### config.mk
export PLATFORM = sky130hd
export DESIGN_NAME = controle_programa_flat
export DESIGN_NICKNAME = d
export VERILOG_FILES = /design/src/rtl/controle_programa_pkg.sv /design/src/rtl/controle_programa_if.sv /design/src/rtl/controle_programa_decod.sv /design/src/rtl/controle_programa.sv /design/src/flat_wrapper.sv
export SDC_FILE = /design/constraint.sdc
export NUM_CORES = 1
export LEC_CHECK = 0
export ABC_AREA = 1
export BUFFER_PORTS_ARGS = -buffer_cell sky130_fd_sc_hd__buf_2
export CAP_MARGIN = 10
export CORE_UTILIZATION = 45
export CTS_CLUSTER_DIAMETER = 50
export DETAILED_ROUTE_END_ITERATION = 7
export GPL_TIMING_DRIVEN = 1
export PLACE_DENSITY = 0.67
export SLEW_MARGIN = 40
export SYNTH_ARGS = -nofsm -noshare
export SYNTH_HDL_FRONTEND = slang
export SYNTH_HIERARCHICAL = 1
export SYNTH_SLANG_ARGS = --single-unit
### constraint.sdc
create_clock -name clk -period 2.55 [get_ports clk]
set_input_delay 0.255 -clock clk [delete_from_list [all_inputs] [get_ports clk]]
set_output_delay 0.255 -clock clk [all_outputs]
set_load 0.01 [all_outputs]
### src/rtl/controle_programa_pkg.sv
// Shared opcodes, control encodings and FSM states for the program sequencer.
package pkg_controle;

    localparam logic [3:0] OP_CLR = 4'd0;
    localparam logic [3:0] OP_LDX = 4'd1;
    localparam logic [3:0] OP_LDY = 4'd2;
    localparam logic [3:0] OP_ADD = 4'd3;
    localparam logic [3:0] OP_SUB = 4'd4;
    localparam logic [3:0] OP_HLT = 4'd5;

    typedef enum logic [1:0] {
        REG_HOLD  = 2'b00,
        REG_LOAD  = 2'b01,
        REG_CLEAR = 2'b10
    } reg_ctl_e;

    typedef enum logic [1:0] {
        ULA_ADD = 2'b00,
        ULA_SUB = 2'b01
    } ula_op_e;

    typedef enum logic [2:0] {
        S_IDLE,
        S_FETCH,
        S_EXEC,
        S_WAIT,
        S_NEXT,
        S_HALT
    } state_e;

    typedef struct packed {
        reg_ctl_e tx;
        reg_ctl_e ty;
        reg_ctl_e tz;
        ula_op_e  ula;
        logic     is_alu;
        logic     is_hlt;
        logic     illegal;
    } decod_t;

endpackage

### src/rtl/controle_programa_if.sv
// Sequencer bus: run request, instruction memory port, datapath handshake and control strobes.
interface controle_programa_if #(
    parameter int ADDR_W = 4
);
    logic              start;
    logic [3:0]        insControle;
    logic              dp_ready;
    logic [ADDR_W-1:0] count;
    logic [1:0]        tx;
    logic [1:0]        ty;
    logic [1:0]        tz;
    logic [1:0]        ula;
    logic              busy;
    logic              halted;
    logic              err;

    modport master (
        input  start, insControle, dp_ready,
        output count, tx, ty, tz, ula, busy, halted, err
    );

    modport slave (
        output start, insControle, dp_ready,
        input  count, tx, ty, tz, ula, busy, halted, err
    );
endinterface

### src/rtl/controle_programa_decod.sv
// Purely combinational opcode decoder: ir -> register/ULA strobes and class flags.
module decod_instrucao
    import pkg_controle::*;
(
    input  logic [3:0] ir,
    output decod_t     dec
);

    always_comb begin
        // NOTE: every field gets a default before the case, so no path leaves one unassigned and no latch is inferred.
        dec = '{tx: REG_HOLD, ty: REG_HOLD, tz: REG_HOLD, ula: ULA_ADD,
                is_alu: 1'b0, is_hlt: 1'b0, illegal: 1'b0};
        case (ir)
            OP_CLR: begin
                dec.tx = REG_CLEAR;
                dec.ty = REG_CLEAR;
                dec.tz = REG_CLEAR;
            end
            OP_LDX: dec.tx = REG_LOAD;
            OP_LDY: dec.ty = REG_LOAD;
            OP_ADD: begin
                dec.tz     = REG_LOAD;
                dec.ula    = ULA_ADD;
                dec.is_alu = 1'b1;
            end
            OP_SUB: begin
                dec.tz     = REG_LOAD;
                dec.ula    = ULA_SUB;
                dec.is_alu = 1'b1;
            end
            OP_HLT:  dec.is_hlt  = 1'b1;
            default: dec.illegal = 1'b1;
        endcase
    end

endmodule

### src/rtl/controle_programa.sv
// Program sequencer: steps the instruction address, latches opcodes and issues one-cycle
// control strobes, stalling on the datapath handshake for ULA operations.
module controle_programa
    import pkg_controle::*;
#(
    parameter int ADDR_W   = 4,
    parameter int PROG_LEN = 6
) (
    input  logic                  clk,
    input  logic                  rst_n,
    controle_programa_if.master   bus
);

    localparam logic [ADDR_W-1:0] LAST_ADDR = ADDR_W'(PROG_LEN - 1);

    state_e            state_q, state_d;
    logic [3:0]        ir_q, ir_d;
    logic [ADDR_W-1:0] count_q, count_d;
    reg_ctl_e          tx_q, tx_d, ty_q, ty_d, tz_q, tz_d;
    ula_op_e           ula_q, ula_d;
    logic              busy_q, busy_d;
    logic              halted_q, halted_d;
    logic              err_q, err_d;
    decod_t            dec;

    // ir_d equals ir_q outside FETCH, so one decoder serves both next-state and strobe logic.
    decod_instrucao u_decod (
        .ir  (ir_d),
        .dec (dec)
    );

    always_ff @(posedge clk or negedge rst_n) begin
        if (!rst_n) begin
            state_q  <= S_IDLE;
            ir_q     <= '0;
            count_q  <= '0;
            tx_q     <= REG_HOLD;
            ty_q     <= REG_HOLD;
            tz_q     <= REG_HOLD;
            ula_q    <= ULA_ADD;
            busy_q   <= 1'b0;
            halted_q <= 1'b0;
            err_q    <= 1'b0;
        end else begin
            // NOTE: non-blocking assignments so every flop samples pre-edge values regardless of statement order.
            state_q  <= state_d;
            ir_q     <= ir_d;
            count_q  <= count_d;
            tx_q     <= tx_d;
            ty_q     <= ty_d;
            tz_q     <= tz_d;
            ula_q    <= ula_d;
            busy_q   <= busy_d;
            halted_q <= halted_d;
            err_q    <= err_d;
        end
    end

    always_comb begin
        state_d = state_q;
        ir_d    = ir_q;
        count_d = count_q;
        err_d   = err_q;
        case (state_q)
            S_IDLE: begin
                if (bus.start) begin
                    state_d = S_FETCH;
                    count_d = '0;
                end
            end
            S_FETCH: begin
                ir_d    = bus.insControle;
                state_d = S_EXEC;
            end
            S_EXEC: begin
                if (dec.illegal) begin
                    err_d   = 1'b1;
                    state_d = S_HALT;
                end else if (dec.is_hlt) begin
                    state_d = S_HALT;
                end else if (dec.is_alu) begin
                    state_d = S_WAIT;
                end else begin
                    state_d = S_NEXT;
                end
            end
            S_WAIT: begin
                if (bus.dp_ready) state_d = S_NEXT;
            end
            S_NEXT: begin
                if (count_q == LAST_ADDR) begin
                    state_d = S_HALT;
                end else begin
                    count_d = count_q + ADDR_W'(1);
                    state_d = S_FETCH;
                end
            end
            S_HALT: begin
                if (bus.start) begin
                    err_d   = 1'b0;
                    count_d = '0;
                    state_d = S_FETCH;
                end
            end
            default: state_d = S_IDLE;
        endcase
    end

    // Outputs are decoded from the next state so the registered strobes line up with it.
    always_comb begin
        tx_d     = REG_HOLD;
        ty_d     = REG_HOLD;
        tz_d     = REG_HOLD;
        ula_d    = ULA_ADD;
        busy_d   = (state_d == S_FETCH) || (state_d == S_EXEC) ||
                   (state_d == S_WAIT)  || (state_d == S_NEXT);
        halted_d = (state_d == S_HALT);
        if (state_d == S_EXEC) begin
            tx_d  = dec.tx;
            ty_d  = dec.ty;
            tz_d  = dec.tz;
            ula_d = dec.ula;
        end else if (state_d == S_WAIT) begin
            ula_d = ula_q;
        end
    end

    assign bus.count  = count_q;
    assign bus.tx     = tx_q;
    assign bus.ty     = ty_q;
    assign bus.tz     = tz_q;
    assign bus.ula    = ula_q;
    assign bus.busy   = busy_q;
    assign bus.halted = halted_q;
    assign bus.err    = err_q;

endmodule
### src/flat_wrapper.sv
// flat-port wrapper written by rule: the top's interface ports become plain ports
module controle_programa_flat import pkg_controle::*;
#(
    parameter int ADDR_W   = 4,
    parameter int PROG_LEN = 6
)
  (clk, rst_n, bus_start, bus_insControle, bus_dp_ready, bus_count, bus_tx, bus_ty, bus_tz, bus_ula, bus_busy, bus_halted, bus_err);
  controle_programa_if #(.ADDR_W(ADDR_W)) bus_i ();
  input  logic clk;
  input  logic rst_n;
  input wire logic [$bits(bus_i.start)-1:0] bus_start;
  input wire logic [$bits(bus_i.insControle)-1:0] bus_insControle;
  input wire logic [$bits(bus_i.dp_ready)-1:0] bus_dp_ready;
  output wire logic [$bits(bus_i.count)-1:0] bus_count;
  output wire logic [$bits(bus_i.tx)-1:0] bus_tx;
  output wire logic [$bits(bus_i.ty)-1:0] bus_ty;
  output wire logic [$bits(bus_i.tz)-1:0] bus_tz;
  output wire logic [$bits(bus_i.ula)-1:0] bus_ula;
  output wire logic [$bits(bus_i.busy)-1:0] bus_busy;
  output wire logic [$bits(bus_i.halted)-1:0] bus_halted;
  output wire logic [$bits(bus_i.err)-1:0] bus_err;
  assign bus_i.start = bus_start;
  assign bus_i.insControle = bus_insControle;
  assign bus_i.dp_ready = bus_dp_ready;
  assign bus_count = bus_i.count;
  assign bus_tx = bus_i.tx;
  assign bus_ty = bus_i.ty;
  assign bus_tz = bus_i.tz;
  assign bus_ula = bus_i.ula;
  assign bus_busy = bus_i.busy;
  assign bus_halted = bus_i.halted;
  assign bus_err = bus_i.err;
  controle_programa #(.ADDR_W(ADDR_W), .PROG_LEN(PROG_LEN)) u_core (.clk(clk), .rst_n(rst_n), .bus(bus_i));
endmodule
# Word-level counts from Yosys, hierarchy flattened

Cells that the tools add are included.

Register bits: 22
Input port bits: 8
Output and inout bits: 15
Logic and storage cells: 68

$add $sub $neg: 1
Equal/unequal tests: 21
Muxes and demuxes: 24
Reductions and logical operators: 12

Operators with widths:

| operator                                               | count |
|---|---|
| two-way mux 3 bit                                      | 6 |
| one-hot mux 2 bit (2 select lines)                     | 4 |
| one-hot mux 3 bit (5 select lines)                     | 1 |
| == test 3 x 2 -> 1 bit (second input constant)         | 4 |
| == test 3 bit (second input constant)                  | 4 |
| == test 4 x 3 -> 1 bit (second input constant)         | 3 |
| two-way mux 4 bit                                      | 3 |
| two-way mux 2 bit                                      | 5 |
| == test 4 x 2 -> 1 bit (second input constant)         | 2 |
| one-hot mux 4 bit (2 select lines)                     | 1 |
| == test 3 x 1 -> 1 bit (second input constant)         | 2 |
| inequality test 2 bit (second input constant)          | 3 |
| AND reduction 3 bit                                    | 2 |
| OR reduction 6 bit                                     | 1 |
| adder 4 x 1 -> 4 bit (second input constant)           | 1 |
| == test 4 x 1 -> 1 bit (second input constant)         | 1 |
| zero test 4 bit                                        | 1 |
| inequality test 2 x 1 -> 1 bit (second input constant) | 2 |
| nonzero test 2 bit                                     | 2 |
| OR reduction 2 bit                                     | 2 |
| zero test 3 bit                                        | 1 |
| logical OR 1 bit                                       | 3 |
| two-way mux 1 bit                                      | 3 |
| one-hot mux 1 bit (2 select lines)                     | 1 |

# Logic depth before layout (Yosys ltp)

Gate-level depths: netlist of the first run.

Depth in word-level cells: 12
Depth in mapped cells: 17
Depth with buffers taken out: 16

# Modules after synthesis

The synthesis of the first run kept the hierarchy.

By module, submodules not included:

| module            | times used | cells an instance | area each (um2) | seq. area each (um2) |
|---|---|---|---|---|
| controle_programa | 1          | 123               | 1097.3          | 550.5 |
| decod_instrucao   | 1          | 28                | 118.9           | 0.0 |

# Worst setup path after synthesis of the first run

Ideal clock, no wire load.

Kind: reg2reg
From: register u_core.state_q[1]
To: register u_core.busy_q (netlist: u_core/bus.busy)
Setup time: 0.117 ns
Arrival: 1.892 ns
Required time: 2.433 ns
Slack: 0.540 ns
Stages on the path, launching flop included: 16
Cells stage by stage: dfrtp_1 > nor3_4 > inv_2 > buf_6 > nand2_2 > nand2_1 > nor2_1 > nand2_1 > nand2_1 > nand2_1 > nor2_1 > nor2_1 > nor2_1 > nand2_1 > nand3_1 > nand2_1

RTL lines:

| what                     | line                    | source |
|---|---|---|
| start: declaration       | controle_programa.sv:16 | `state_e state_q, state_d;` |
| start signal: assignment | controle_programa.sv:46 | `state_q <= state_d;` |
| end signal: assignment   | controle_programa.sv:53 | `busy_q <= busy_d;` |
| end: declaration         | controle_programa.sv:21 | `logic busy_q, busy_d;` |

==> results of run 1 <==
==> how the worst min path moves through the flow <==
stage and to:
2_1_floorplan u_core/bus.busy, 3_3_place_gp u_core/bus.count[1], 3_5_place_dp u_core/bus.count[1], 4_1_cts u_core/ir_q[2], 5_1_grt u_core/ir_q[0], 6_report u_core/ir_q[3]
==> cells in the final DEF, fill, tap and decap left out <==
| cell type | count |
|---|---|
| sky130_fd_sc_hd__conb_1 | 1 |
| sky130_fd_sc_hd__a22o_1 | 2 |
| sky130_fd_sc_hd__buf_2 | 22 |
| sky130_fd_sc_hd__nor2_1 | 13 |
| sky130_fd_sc_hd__dfrtp_1 | 22 |
| sky130_fd_sc_hd__nand2_4 | 1 |
| sky130_fd_sc_hd__clkbuf_4 | 3 |
| sky130_fd_sc_hd__o21ai_0 | 3 |
| sky130_fd_sc_hd__nand4_1 | 3 |
| sky130_fd_sc_hd__nor2_2 | 9 |
| sky130_fd_sc_hd__nor2_4 | 1 |
| sky130_fd_sc_hd__or2_0 | 2 |
| sky130_fd_sc_hd__inv_1 | 25 |
| sky130_fd_sc_hd__inv_2 | 5 |
| sky130_fd_sc_hd__nor3_4 | 1 |
| sky130_fd_sc_hd__ha_1 | 2 |
| sky130_fd_sc_hd__nand3_2 | 2 |
| sky130_fd_sc_hd__nand3_4 | 1 |
| sky130_fd_sc_hd__dlygate4sd3_1 | 1 |
| sky130_fd_sc_hd__o21a_1 | 1 |
| sky130_fd_sc_hd__buf_4 | 1 |
| sky130_fd_sc_hd__o21ai_2 | 1 |
| sky130_fd_sc_hd__nand2_1 | 32 |
| sky130_fd_sc_hd__nand3_1 | 6 |
| sky130_fd_sc_hd__or2_2 | 1 |
| sky130_fd_sc_hd__a21oi_1 | 2 |
| sky130_fd_sc_hd__nand2_2 | 8 |
| sky130_fd_sc_hd__clkbuf_8 | 1 |
| sky130_fd_sc_hd__o21ai_1 | 4 |
==> Yosys cell counts, drive strengths merged <==
master  instances
a21oi           2
a22o            2
buf             3
conb            1
dfrtp          22
ha              2
inv            30
nand2          41
nand3           9
nand4           3
nor2           23
nor3            1
o21a            1
o21ai           8
or2             3
==> critical path: cells and delay by family, from the launching register on <==
family	cells	cell delay [ns]
AND/OR/NAND/NOR	13	1.40
flip-flops	1	0.50
buffers and inverters	1	0.17
==> logic make-up after synthesis <==
kind of cell | count (synthesis) | synth area share
and+or+nand+nor | 80 | 0.345
buffers and inverters | 33 | 0.114
other | 1 | 0.00308
AOI/OAI and AO/OA | 13 | 0.0648
DFF | 22 | 0.453
adders and majority gates | 2 | 0.0206
==> power breakdown <==
part	switching (mW)	internal [mW]
logic	0.619	0.333
clock network	0.106	0.0872
registers	0.102	0.473
total	0.827	0.893
==> stage by stage <==
| stage | setup WS, ns | hold slack (ns) | cell area (um^2) | std cells | utilization |
|---|---|---|---|---|---|
| global placement | 0.503 | 0.244 | 1350 | 201 | 0.533 |
| finish | 0.402 | 0.241 | 1390 | 206 | 0.552 |
| detailed placement | 0.420 | 0.246 | 1350 | 201 | 0.533 |
| floorplan | 0.540 | -0.0406 | 1220 | 151 | - |
| CTS | 0.397 | 0.234 | 1390 | 206 | 0.552 |
| global route | 0.186 | 0.243 | 1390 | 206 | 0.552 |
==> state kept, by name, summed over array words and instances, names as in the netlist <==
| signal | cells |
|---|---|
| u_core/state_q | 3 |
| u_core/bus.ty | 2 |
| u_core/ir_q | 4 |
| u_core/bus.err | 1 |
| u_core/bus.tx | 2 |
| u_core/bus.busy | 1 |
| u_core/bus.ula | 2 |
| u_core/bus.tz | 2 |
| u_core/bus.halted | 1 |
| u_core/bus.count | 4 |
==> layer usage <==
| layer | global-route usage | vias to the layer above | wire, um |
|---|---|---|---|
| met5 | 0 | - | 0 |
| met4 | 0.0641 | 0 | 17 |
| met3 | 0.0367 | 2 | 99 |
| met2 | 0.309 | 17 | 1010 |
| met1 | 0.228 | 446 | 1030 |
| li1 | - | 508 | - |
==> layout make-up <==
type | count | area (um^2) | area share
sequential | 22 | 551 | 0.396
multi-input combinational | 96 | 527 | 0.379
timing repair buffer | 24 | 128 | 0.0917
inverter | 30 | 113 | 0.0809
tap | 30 | 37.5 | 0.0270
clock buffer | 4 | 36.3 | 0.0261
==> flow_metrics.tcl, run 1 <==
set metrics [dict create \
    worstSetupStartpoint "u_core/state_q[1]" \
    dr.first_iter.drc_count 10 \
    drv_cap 0 \
    crit-reg2reg-capture "u_core/bus.busy" \
    arrival_time_worst_endpoint_ns 2.37 \
    syn_to_final_growth_pct 14.4 \
    critical_path.endpoint "u_core/bus.busy" \
    worst-r2r-setup-slack_ns 0.40 \
    drt-total-wl_um 2160 \
    ctsLongestPathBuffers 2 \
    clock_tree_from_tritoncts "yes" \
    portion_of_synthesized_cell_area_occupied_by_the_leading_cell_type 0.453 \
    critical_path_cell_by_cell "nor3_4 -> inv_2 -> nand2_2 -> nand2_1 -> nor2_1 -> nand2_1 -> nand2_1 -> nand2_1 -> nor2_1 -> nor2_1 -> nor2_1 -> nand2_1 -> nand3_1 -> nand2_1" \
    globalplace.congestion 0.850 \
    post_cts_resize_count 0 \
    detail_route.drc_violations 0 \
    max-vdd-ir-drop_v 0.000673 \
    cp_common_cell "sky130_fd_sc_hd__nand2_1" \
    nNetsFinal 187 \
    post-synth-top-area-cell "sky130_fd_sc_hd__dfrtp_1" \
    ant_nets 0 \
    total_power_mw 1.72 \
    ys_top_cells_by_area "sky130_fd_sc_hd__dfrtp_1 (45%), sky130_fd_sc_hd__nand2_1 (9.9%), sky130_fd_sc_hd__inv_1 (7.7%)" \
    netlist_area_um2 1220 \
    placement_rows 18 \
    worstHoldStart "bus_insControle[3]" \
    post-route-period-util 0.842 \
    detailedRoute.firstPassIterationCount 4 \
    grt_pass1_vias 895 \
    avgRoutedWirePerCell_um 10.5 \
    grt_pass1_wl_um 3750 \
    largest_net_degree_at_the_start_of_global_routing 23 \
    initial_utilization 0.482 \
    outcome "complete, no violations" \
    number_of_synthesized_register_bits 22 \
    avgSynthCellArea_um2 8.05 \
    p_per_area_nw_per_um2 1240 \
    r2r_start "u_core/state_q[1]" \
    cts_max_level 1 \
    grt_overflow 0 \
    final_layout_size_suffix_gt1_frac 0.324 \
    numPortBuffers 22 \
    crit_path_end_kind "register" \
    dr_total_vias 973 \
    die_w_um 54.0 \
    setup_violations 0 \
    unrepaired_setup_endpoints_after_global_routing "false" \
    max_freq_mhz 466 \
    synth_instances 151 \
    holdBufCountCts 1 \
    core_area_um2 2520 \
    worst_r2r_path_depth 14 \
    worstSetupStartpointType "register" \
    cts_made_buffers 3 \
    count_of_filler_cells_inserted_in_the_layout 243 \
    clock-sinks 22 \
    dieArea_um2 2910 \
    cts.root.buffer_cell "sky130_fd_sc_hd__clkbuf_4" \
    post-route-min-period_ns 2.15 \
    worst-setup-path-type "register to register" \
    hold_path_class "input port to register" \
    fin_worst_skew_ns 0.0100 \
    hold_viol 0 \
    path_clk_slew_ns 0.12 \
    worst_ep_required_time_ns 2.77 \
    die_h_um 54.0 \
    synth_seq_area_share 0.453 \
    grt_usage 0.182 \
    antenna_found_initial 0 \
    yosys_warnings 6 \
    diodes 0 \
    fin_tns_setup_ns 0 \
    report.final.slew_viol_count 0 \
    worst_skew_pair.late_latency_ns 0.31 \
    avgViaCountPerCell 4.72 \
    yosys.cell_types.count 26 \
    synth_fp_nets 161 \
    postCtsSetupBuffers 0 \
    dpl.hpwl_um 1690 \
    worst_path_max_delay_cell "sky130_fd_sc_hd__dfrtp_1" \
    static-leakage-power_nw 0.772 \
    crit_fanout 11 \
    worst_path_largest_cell_delay_ns 0.50 \
    ioPinCount 23 \
    whs_path_depth 3 \
]
No activity file was read; power rests on OpenSTA's default activity.
==> run 2: changes to the inputs <==
- clock period: 2.55 -> 2.1 ns (I/O delays scaled with it)
==> flow_metrics.tcl, run 2 (synthesis results as in run 1) <==
set metrics [dict create \
    outcome "complete, no violations" \
    internal-power_mw 1.30 \
    clock_tree_from_tritoncts "yes" \
    fin_worst_skew_ns 0.00750 \
    die_h_um 54.0 \
    power_frac_seq 0.281 \
    power.net_switching_mw 1.10 \
    worst_skew_pair.late_latency_ns 0.31 \
    crit_fanout 6 \
    arrival_time_worst_endpoint_ns 2.19 \
    max_freq_mhz 505 \
    final_layout_size_suffix_gt1_frac 0.402 \
    ant_nets 0 \
    drt-total-wl_um 2380 \
    grt_pass1_vias 882 \
    power.switching_fraction 0.460 \
    grt_pass1_wl_um 3840 \
    p_per_area_nw_per_um2 1610 \
    nNetsFinal 195 \
    initial_utilization 0.482 \
    worstSetupStartpointType "register" \
    avgViaCountPerCell 4.86 \
    worst_path_max_delay_cell "sky130_fd_sc_hd__dfrtp_1" \
    area_used_by_multi_input_combinational_logic_um2 552 \
    instances_no_fill 214 \
    drv_cap 0 \
    avgRoutedWirePerCell_um 11.1 \
    count_of_filler_cells_inserted_in_the_layout 231 \
    area.sequential_um2 551 \
    detailedRoute.firstPassIterationCount 4 \
    antenna_found_initial 0 \
    dpl.hpwl_um 1730 \
    syn_to_final_growth_pct 22.7 \
    numPortBuffers 22 \
    hold_viol 0 \
    max-vdd-ir-drop_v 0.000929 \
    unrepaired_setup_endpoints_after_global_routing "true" \
    ioPinCount 23 \
    die_w_um 54.0 \
    placement_rows 18 \
    clock-sinks 22 \
    grt_usage 0.186 \
    grt_overflow 0 \
    post-route-period-util 0.943 \
    clkPwrFrac 0.134 \
    core_area_um2 2520 \
    total_power_mw 2.40 \
    dr_total_vias 1039 \
    cts_made_buffers 3 \
    holdWs_ns 0.182 \
    report.final.slew_viol_count 0 \
    hold_path_class "input port to register" \
    mostFrequentLayoutCells "sky130_fd_sc_hd__nand2_1 (26), sky130_fd_sc_hd__inv_1 (24), sky130_fd_sc_hd__buf_2 (22), sky130_fd_sc_hd__dfrtp_1 (22), sky130_fd_sc_hd__nand2_2 (14)" \
    post-route-min-period_ns 1.98 \
    setup_violations 0 \
    static-leakage-power_nw 0.817 \
    detail_route.drc_violations 0 \
    dr.first_iter.drc_count 29 \
    cts_max_level 1 \
    diodes 0 \
    layout.cells.most_common "sky130_fd_sc_hd__nand2_1" \
    placedCellCount 205 \
    path_clk_slew_ns 0.13 \
    critical_path_cell_by_cell "inv_2 -> nor3_4 -> inv_2 -> nand2_2 -> nand2_2 -> nor2_4 -> nand2_1 -> nand2_2 -> nand2_1 -> nor2_1 -> nor2_1 -> nor2_1 -> nand2_1 -> nand3_1 -> nand2_1" \
    worst-setup-path-type "register to register" \
    share_comb_of_total_power 0.585 \
    crit_path_end_kind "register" \
    globalplace.congestion 0.805 \
    cts.root.buffer_cell "sky130_fd_sc_hd__clkbuf_4" \
    ctsLongestPathBuffers 2 \
    worst_path_largest_cell_delay_ns 0.38 \
    dieArea_um2 2910 \
    fin_tns_setup_ns 0 \
    largest_net_degree_at_the_start_of_global_routing 23 \
    worst_ep_required_time_ns 2.31 \
    cp_common_cell "sky130_fd_sc_hd__nand2_1" \
]
[run 2: changes by cell type in the layout (fill, tap and decap cells not counted), sizes merged]
| cell | previous run | this run |
|---|---|---|
| buf | 23 | 31 |
| bufinv | 0 | 1 |
| clkbuf | 4 | 3 |
[run 2: final timing paths]
kind | start | end | slack (ns) | cells after the start
worst min register to register | u_core/bus.ula[0] | u_core/bus.ula[0] | 0.52 | 1
worst max-delay path | u_core/state_q[0] | u_core/bus.busy | 0.12 | 15
max in group asynchronous | rst_n | u_core/bus.ula[0] | 1.38 | 2
worst min-delay path | bus_insControle[0] | u_core/ir_q[0] | 0.18 | 3
min in group asynchronous | rst_n | u_core/bus.count[2] | 0.38 | 2
worst max register to register | u_core/state_q[0] | u_core/bus.busy | 0.12 | 15
[run 2: what timing repair did]
item | CTS | global route
endpoints found under the hold margin | 22 | 0
hold buffers | 1 | 0
buffers inserted | 0 | 4
endpoints found under the setup margin | 0 | 7
gates resized for setup | 0 | 11
[run 2: worst max-delay path, delay by kind of cell, from the launching register on]
family,cells,cell delay (ns)
flops,1,0.38
buf+inv,2,0.20
simple gates,13,1.33
[run 2: final cells by class]
type	instances	share of cell area
multi-input combinational	96	0.370
sequential	22	0.369
timing repair buffer	32	0.126
inverter	30	0.0754
tap	30	0.0251
clock inverter	1	0.0201
clock buffer	3	0.0151
[run 2: layer usage]
layer	global-route usage	up-vias	wire length (um)
met2	0.296	21	1100
met5	0	-	0
met3	0.0424	2	100
met4	0.0641	0	15
met1	0.247	495	1160
li1	-	521	-
[run 2: metrics by stage]
| stage | setup slack, ns | cell area, um^2 | util |
|---|---|---|---|
| detailed placement | 0.0381 | 1380 | 0.545 |
| CTS | 0.0112 | 1440 | 0.570 |
| global placement | 0.141 | 1380 | 0.545 |
| finish | 0.119 | 1490 | 0.592 |
| global route | -0.0344 | 1490 | 0.592 |
| floorplan | 0.0902 | 1220 | - |
[run 2: power groups by stage]
stage / logic (mW) / clock network [mW] / registers, mW
4_1_cts: 1.26 / 0.332 / 0.675
3_5_place_dp: 1.25 / 0 / 0.684
2_1_floorplan: 0.876 / 0 / 0.741
5_1_grt: 1.57 / 0.351 / 0.689
6_report: 1.40 / 0.322 / 0.674
3_3_place_gp: 1.22 / 0 / 0.680
